===== src/rtl/cbfp_pkg.sv =====
// Shared constants, FSM state type and exponent clamp helper for the CBFP denormaliser.
// Optional rounding is selected by CBFP_DENORM_ROUND_EN (see cbfp_lane_shift).
package cbfp_pkg;

    localparam int ARRAY_SIZE = 16;
    localparam int DIN_W      = 16;
    localparam int DOUT_W     = 13;
    localparam int EXP_W      = 5;
    localparam int BLK_BEATS  = 4;

    localparam int SHIFT_W = $clog2(DIN_W);
    localparam int CNT_W   = $clog2(BLK_BEATS + 1);

    typedef enum logic {
        IDLE,
        ACTIVE
    } state_t;

    // Shifting a DIN_W-bit value by more than DIN_W-1 adds nothing, so clamp there.
    function automatic logic [SHIFT_W-1:0] clamp_shift(input logic [EXP_W-1:0] e);
        if (int'(e) > DIN_W - 1) return SHIFT_W'(DIN_W - 1);
        return SHIFT_W'(e);
    endfunction

endpackage


===== src/rtl/cbfp_lane_shift.sv =====
// Per-lane combinational arithmetic right shift, optional round-half-up, and saturation.
// Rounding is enabled by defining CBFP_DENORM_ROUND_EN; otherwise the shift floors.
module cbfp_lane_shift
    import cbfp_pkg::*;
(
    input  logic signed [DIN_W-1:0]   din,
    input  logic        [SHIFT_W-1:0] shift,
    output logic signed [DOUT_W-1:0]  dout
);

    localparam logic signed [DIN_W:0] MAX_V = (DIN_W + 1)'(2 ** (DOUT_W - 1) - 1);
    localparam logic signed [DIN_W:0] MIN_V = (DIN_W + 1)'(-(2 ** (DOUT_W - 1)));

    logic signed [DIN_W:0] ext;
    logic signed [DIN_W:0] rnd;
    logic signed [DIN_W:0] shf;

    // One guard bit keeps the rounding bias from overflowing the mantissa range.
    assign ext = {din[DIN_W-1], din};

`ifdef CBFP_DENORM_ROUND_EN
    assign rnd = (shift == '0) ? ext : ext + ((DIN_W + 1)'(1) <<< (shift - SHIFT_W'(1)));
`else
    assign rnd = ext;
`endif

    assign shf = rnd >>> shift;

    always_comb begin
        dout = shf[DOUT_W-1:0];
        if (shf > MAX_V) begin
            dout = MAX_V[DOUT_W-1:0];
        end else if (shf < MIN_V) begin
            dout = MIN_V[DOUT_W-1:0];
        end
    end

endmodule


===== src/rtl/cbfp_denorm.sv =====
// Block-floating-point decoder: per-block exponent, 2-stage shift/round/saturate pipeline.
// Build option: CBFP_DENORM_ROUND_EN selects rounding instead of truncation in the lanes.
module cbfp_denorm
    import cbfp_pkg::*;
(
    input  logic                     clk,
    input  logic                     rstn,
    input  logic                     valid_in,
    input  logic                     sop_in,
    input  logic [EXP_W-1:0]         exp_in,
    input  logic signed [DIN_W-1:0]  din [ARRAY_SIZE],
    output logic signed [DOUT_W-1:0] dout [ARRAY_SIZE],
    output logic                     valid_out,
    output logic                     sop_out,
    output logic                     eop_out,
    output logic                     blk_err
);

    // Valid-only stream, no ready: a beat moves whenever valid_in is high, sop_in/exp_in
    // mean nothing without it, and valid_out/sop_out/eop_out mark the beat 2 cycles later.

    state_t                   state;
    logic [CNT_W-1:0]         beat_cnt;
    logic [EXP_W-1:0]         exp_q;
    logic                     s1_valid;
    logic                     s1_sop;
    logic                     s1_eop;
    logic [SHIFT_W-1:0]       s1_shift;
    logic signed [DIN_W-1:0]  s1_din   [ARRAY_SIZE];
    logic signed [DOUT_W-1:0] lane_out [ARRAY_SIZE];
    logic                     last_beat;

    assign last_beat = (beat_cnt == CNT_W'(BLK_BEATS - 1));

    // Framing FSM plus stage 1; a premature sop restarts the block from that beat.
    always_ff @(posedge clk or negedge rstn) begin
        if (!rstn) begin
            state    <= IDLE;
            beat_cnt <= '0;
            exp_q    <= '0;
            s1_valid <= 1'b0;
            s1_sop   <= 1'b0;
            s1_eop   <= 1'b0;
            s1_shift <= '0;
            blk_err  <= 1'b0;
            for (int i = 0; i < ARRAY_SIZE; i++) s1_din[i] <= '0;
        end else begin
            s1_valid <= 1'b0;
            s1_sop   <= 1'b0;
            s1_eop   <= 1'b0;
            blk_err  <= 1'b0;
            if (valid_in) begin
                if (sop_in) begin
                    blk_err  <= (state == ACTIVE);
                    exp_q    <= exp_in;
                    s1_valid <= 1'b1;
                    s1_sop   <= 1'b1;
                    s1_shift <= clamp_shift(exp_in);
                    s1_din   <= din;
                    if (BLK_BEATS == 1) begin
                        s1_eop   <= 1'b1;
                        beat_cnt <= '0;
                        state    <= IDLE;
                    end else begin
                        beat_cnt <= CNT_W'(1);
                        state    <= ACTIVE;
                    end
                end else if (state == IDLE) begin
                    blk_err <= 1'b1;
                end else begin
                    s1_valid <= 1'b1;
                    s1_shift <= clamp_shift(exp_q);
                    s1_din   <= din;
                    if (last_beat) begin
                        s1_eop   <= 1'b1;
                        beat_cnt <= '0;
                        state    <= IDLE;
                    end else begin
                        beat_cnt <= beat_cnt + CNT_W'(1);
                    end
                end
            end
        end
    end

    for (genvar i = 0; i < ARRAY_SIZE; i++) begin : g_lane
        cbfp_lane_shift u_lane (
            .din  (s1_din[i]),
            .shift(s1_shift),
            .dout (lane_out[i])
        );
    end

    // Stage 2: dout only updates on a valid beat so it holds through gaps.
    always_ff @(posedge clk or negedge rstn) begin
        if (!rstn) begin
            valid_out <= 1'b0;
            sop_out   <= 1'b0;
            eop_out   <= 1'b0;
            for (int i = 0; i < ARRAY_SIZE; i++) dout[i] <= '0;
        end else begin
            valid_out <= s1_valid;
            sop_out   <= s1_valid & s1_sop;
            eop_out   <= s1_valid & s1_eop;
            if (s1_valid) dout <= lane_out;
        end
    end

endmodule


===== config.mk =====
export PLATFORM = sky130hd
export DESIGN_NAME = cbfp_denorm
export DESIGN_NICKNAME = d
export VERILOG_FILES = /design/src/rtl/cbfp_pkg.sv /design/src/rtl/cbfp_lane_shift.sv /design/src/rtl/cbfp_denorm.sv
export SDC_FILE = /design/constraint.sdc
export NUM_CORES = 2
export LEC_CHECK = 0
export ABC_CLOCK_PERIOD_IN_PS = 4800
export CORE_MARGIN = 5
export CORE_UTILIZATION = 40
export DETAILED_ROUTE_END_ITERATION = 10
export GPL_ROUTABILITY_DRIVEN = 0
export HOLD_SLACK_MARGIN = 0.02
export PLACE_DENSITY_LB_ADDON = 0.3
export REMOVE_ABC_BUFFERS = 1
export SETUP_SLACK_MARGIN = 0.5
export SYNTH_ARGS = -nofsm -noshare
export SYNTH_HDL_FRONTEND = slang
export SYNTH_SLANG_ARGS = --single-unit

===== constraint.sdc =====
create_clock -name clk -period 4.8 [get_ports clk]
set_clock_uncertainty 0.2 [all_clocks]
set_input_delay 0.48 -clock clk [delete_from_list [all_inputs] [get_ports clk]]
set_output_delay 0.48 -clock clk [all_outputs]
set_load 0.01 [all_outputs]

Yosys cells after proc, flatten, opt, wreduce, memory -nomap -nowiden
Cells that the tools add are included.
{"block": "word_totals", "ff_bits": 484, "in_bits": 265, "out_inout_bits": 212, "elab_cells": 165}
{"block": "op_classes", "addsub": 1, "magnitude_cmp": 34, "eq_ne": 1, "shifts": 16, "muxes": 65, "bitwise": 2, "reduce_logical": 3}
{"op": "two-way mux 256 bit", "n": 2}
{"op": "two-way mux 13 bit", "n": 32}
{"op": "> comparator 17 x 13 -> 1 bit (second input constant)", "n": 16}
{"op": "less-than comparator 17 x 13 -> 1 bit (second input constant)", "n": 16}
{"op": ">>> shifter 16 x 4 -> 17 bit", "n": 16}
{"op": "two-way mux 4 bit", "n": 6}
{"op": "two-way mux 1 bit", "n": 22}
{"op": "> comparator 5 x 4 -> 1 bit (second input constant)", "n": 2}
{"op": "two-way mux 3 bit", "n": 3}
{"op": "AND reduction 2 bit", "n": 2}
{"op": "adder 3 x 1 -> 3 bit (second input constant)", "n": 1}
{"op": "equality test 3 x 2 -> 1 bit (second input constant)", "n": 1}
{"op": "bitwise AND 1 bit", "n": 2}
{"op": "nonzero test 2 bit", "n": 1}

Depth between registers and ports, before layout
{"block": "depth", "ltp_word": 8, "ltp_mapped": 10, "depth_no_buf": 6}

By module
Synthesis repeated with hierarchy kept, for this count alone.
{"block": "hier_totals", "hier_cells": 3600, "area_unflattened_um2": 32361.0}
{"mod": "cbfp_denorm", "instances": 1, "cells_per_inst": 1584, "area_per_inst_um2": 18167.4, "seq_area_each_um2": 12111.6}
{"mod": "cbfp_lane_shift", "instances": 16, "cells_per_inst": 126, "area_per_inst_um2": 887.1, "seq_area_each_um2": 0.0}

Worst setup path after synthesis
No wires, ideal clock.
{"block": "synth_path", "path_kind": "input port to flip-flop", "startpoint": "input port sop_in", "endpoint": "register s1_din[239] (netlist name)", "setup_time_ns": 0.066, "t_arrival_ns": 2.040, "required_ns": 4.534, "path_slack_ns": 2.494, "stages": 10, "n_path_buf": 4, "path_cell_list": "clkbuf_1 inv_1 ha_1 nand2b_1 clkbuf_1 inv_2 clkbuf_1 clkbuf_1 nand2_1 nand2_1"}
{"block": "synth_via", "elab_chain_cells": 2, "elab_cells_between_ends": 3, "classes_between": "1 x mux; 2 x reduce/logical"}
{"item": "start: declaration", "line_no": "cbfp_denorm.sv:9", "text": "input logic sop_in,"}
{"item": "nonzero test 2 bit (no source line)"}
{"item": "AND reduction 2 bit (no source line)"}
{"item": "end signal: assignment", "line_no": "cbfp_denorm.sv:59", "text": "s1_din <= din;"}
{"item": "end signal: assignment", "line_no": "cbfp_denorm.sv:73", "text": "s1_din <= din;"}
{"item": "end: declaration", "line_no": "cbfp_denorm.sv:29", "text": "logic signed [DIN_W-1:0] s1_din [ARRAY_SIZE];"}
Parallel ways exist; a longest one is shown, timed or not.
A chain may end at the register's enable or synchronous reset.

Final worst setup path
{"block": "layout_path", "startpoint": "register s1_shift[0]", "endpoint": "register dout[29] (netlist name)"}
{"block": "layout_via", "elab_chain_cells": 4, "elab_cells_between_ends": 5, "classes_between": "2 x order compare; 1 x shift; 2 x mux"}
{"item": "start: declaration", "line_no": "cbfp_denorm.sv:28", "text": "logic [SHIFT_W-1:0] s1_shift;"}
{"item": "start signal: assignment", "line_no": "cbfp_denorm.sv:58", "text": "s1_shift <= clamp_shift(exp_in);"}
{"item": "start signal: assignment", "line_no": "cbfp_denorm.sv:72", "text": "s1_shift <= clamp_shift(exp_q);"}
{"item": ">>> shifter 16 x 4 -> 17 bit *", "line_no": "cbfp_lane_shift.sv:27", "text": "assign shf = rnd >>> shift;"}
{"item": "less-than comparator 17 x 13 -> 1 bit", "line_no": "cbfp_lane_shift.sv:33", "text": "end else if (shf < MIN_V) begin"}
{"item": "two-way mux 13 bit", "line_no": "cbfp_lane_shift.sv:33"}
{"item": "two-way mux 13 bit *", "line_no": "cbfp_lane_shift.sv:31", "text": "if (shf > MAX_V) begin"}
{"item": "end signal: assignment", "line_no": "cbfp_denorm.sv:105", "text": "if (s1_valid) dout <= lane_out;"}
{"item": "end: declaration", "line_no": "cbfp_denorm.sv:12", "text": "output logic signed [DOUT_W-1:0] dout [ARRAY_SIZE],"}
Every way passes the cells marked *; elsewhere a longest branch is shown, timed or not.

==> qor.yml <==
io_buffers: 476
leakage_nw: 16.6
holdWs_ps: 187
startpoint_type: "flip-flop"
status: "finished, final reports clean"
cts_sinks: 484
dpl.hpwl_mm: 79.8
grt_use_total_pct: 27.3
initial_core_util_pct: 40.3
clockRootBuffer: "clkbuf_16"
post_synth_and_or_nand_nor_area_fraction_pct: 18.0
muxShareOfSynthArea_pct: 19.9
grt_max_degree: 165
relSlewSlack_pct: 23.8
fin_crit_ps: 3300
powerDensity_mw_per_mm2: 613
vias_per_cell: 5.97
chipWidth_um: 289
hp-class: "in -> reg"
final_max_slew_viol_count: 0
yosys_most_used_dff: "dfrtp_1"
num_vias: 28700
final_area_mm2: 0.0381
synth_edf_count: 0
synth_xor_area_share_pct: 0
drive_gt1_share_pct: 12.4
max_freq_mhz: 303
netlist_area_mm2: 0.0311
numCtsBuffers: 57
synth_compound_area_share_pct: 17.3
r2r-start: "s1_shift[0]$_DFFE_PN0P_"
synth_top_family_by_area: "multiplexers"
required_ps: 5070
hp-start: "din[197]"
wire_per_inst_um: 24.7
ys_types: 84
grt_pass1_vias: 27600
worstPathMaxFanout: 38
grt_pass1_wl_mm: 175
hold_path_depth: 3
ys_seq_elements: 484
die_y_um: 289
final_cell_mix: "nand2_1, dfrtp_1, clkdlybuf4s50_1"
hold_viol: 0
hold_path_end: "s1_din[197]$_DFFE_PN0P_"
finalWirelength_mm: 119
io_pins: 477
placedCellCount: 4702
ys_seq_area_share_pct: 39.0
synthCells: 3442
stdcell_count: 4813
yosysWarnings: 0
final_common_cell: "nand2_1"
dpl_cell_area_mm2: 0.0362
gr-total-overflow: 0
register_area_mm2: 0.0121
dr.pass1.iters: 6
rsz0062_at_grt: "false"
post-route-drc-count: 0
cts.repair.resized: 0
n_fill_cell: 7226
cap_violations: 0
syn-mean-instance-area_um2: 9.03
antenna_found_initial: 12
rrSetupSlack_ps: 1500
num_rows: 102
path_class: "reg -> reg"
async_reset_ff_share_pct: 100
final_util_pct: 49.4
total_power_w: 0.0234
drt.antenna.violating_nets: 0
arrival_ps: 3580
cts_setup_buffers: 0
cts.htree.levels: 2
ir_drop_mv: 0.287
period_share_pct: 68.8
coreArea_mm2: 0.0772
r2r_cells: 7
drt_iter0_drc: 3251
clk_latency_ps: 620
synthAdderAreaFrac_pct: 0.0805
die_area_mm2: 0.0834
clk_pin_slew_worst_paths_ps: 60
reg2reg_to: "dout[29]$_DFFE_PN0P_"
tightest_slew_ps: 1140
clockBufferDepth: 3
nNetsFinal: 3989
end_kind: "flip-flop"
cts_tree: "yes"
syn_to_final_growth_pct: 22.7
setup_viol: 0
multi_input_area_mm2: 0.0172
## state kept, by name, indices dropped and copies added (netlist names)
signal,cells
exp_q,5
s1_shift,4
state,1
dout,208
valid_out,1
s1_din,256
s1_valid,1
s1_sop,1
beat_cnt,3
blk_err,1
eop_out,1
sop_out,1
s1_eop,1
## metal layers
metal,vias to the layer above,routed length (um),global-route usage (%)
met5,-,0,0
met4,0,4930,11.1
met3,256,11000,5.43
met2,1587,53500,41.6
met1,14100,49600,38.2
li1,12800,-,-
## critical path, cell delays in order (launching register included)
cell	delay, ps
dfrtp_4	830
buf_4	460
nor2b_1	820
buf_4	320
a22oi_1	90
a21oi_1	200
a21o_1	120
o22ai_1	80
## cell families (layout without fill, tap and decap cells)
family	after synthesis	count (layout)
AO/OA/AOI/OAI	768	768
buffers and inverters	341	661
AND/OR/NAND/NOR	1382	1382
other	0	11
flip-flops	484	484
adder cells (fa/ha/maj)	2	2
multiplexers	465	465
## synthesized netlist by cell type (8+ instances only)
library cell,n,area share (%)
nor2_1,269,3.2
dfrtp_1,484,39
mux4_2,99,7.2
o221ai_1,16,0.45
nand2_1,947,11
nand3_1,34,0.55
mux4_1,8,0.68
or2_2,17,0.34
and2_1,14,0.28
a211oi_2,13,0.52
o22a_1,21,0.59
o211ai_1,64,1.5
a211o_1,19,0.54
o22ai_1,44,0.89
nand2b_1,32,0.64
buf_6,32,1.2
clkbuf_1,173,2.1
buf_1,17,0.21
o21ai_0,110,1.8
a21oi_1,154,2.5
o2111ai_1,10,0.28
a211oi_1,65,1.6
buf_4,33,0.80
a22oi_1,47,1.1
nor3_1,15,0.24
o221a_2,8,0.29
o21a_1,13,0.31
o21bai_1,8,0.19
a31oi_1,43,0.87
mux2_2,117,4.2
nor2_2,10,0.20
a22o_1,8,0.23
a221oi_1,27,0.76
a2bb2oi_1,11,0.31
mux2i_1,240,7.7
a21o_1,22,0.53
nor2b_1,21,0.42
buf_2,57,0.92
inv_1,17,0.21
a32oi_1,9,0.25
## worst max path at each step
| stage | start | to | slack, ps |
|---|---|---|---|
| after detailed placement | s1_shift[0]$_DFFE_PN0P_ | dout[158]$_DFFE_PN0P_ | 1530 |
| after global placement | s1_shift[0]$_DFFE_PN0P_ | dout[177]$_DFFE_PN0P_ | 1610 |
| after floorplan | s1_shift[1]$_DFFE_PN0P_ | dout[61]$_DFFE_PN0P_ | -10430 |
| after global routing | s1_shift[2]$_DFFE_PN0P_ | dout[158]$_DFFE_PN0P_ | 1380 |
| after CTS | s1_shift[0]$_DFFE_PN0P_ | dout[158]$_DFFE_PN0P_ | 1530 |
| final | s1_shift[0]$_DFFE_PN0P_ | dout[29]$_DFFE_PN0P_ | 1500 |
## what timing repair did
item | CTS | global route
hold buffers | 1 | 0
endpoints found under the hold margin | 105 | 0
setup endpoints to repair | 0 | 0
## power breakdown
| part | total [W] | switching (W) | internal, W |
|---|---|---|---|
| Combinational | 0.0115 | 0.00615 | 0.00534 |
| Sequential | 0.00732 | 0.00183 | 0.00548 |
| Clock | 0.00458 | 0.00183 | 0.00276 |
| Total | 0.0234 | 0.00981 | 0.0136 |
## through the flow
stage / setup TNS [ps] / worst slack [ps]
detailed placement: 0 / 1530
global route: 0 / 1380
finish: 0 / 1500
floorplan: -3347190 / -10430
CTS: 0 / 1530
global placement: 0 / 1610
## layout make-up
| class | instances | share of cell area (%) |
|---|---|---|
| sequential | 484 | 31.8 |
| multi-input combinational | 2617 | 45.2 |
| inverter | 21 | 0.246 |
| tap | 1040 | 3.41 |
| timing repair buffer | 541 | 14.2 |
| clock inverter | 19 | 0.748 |
| clock buffer | 80 | 4.34 |
| antenna | 11 | 0.0722 |
No activity file was read; power rests on OpenSTA's default activity.
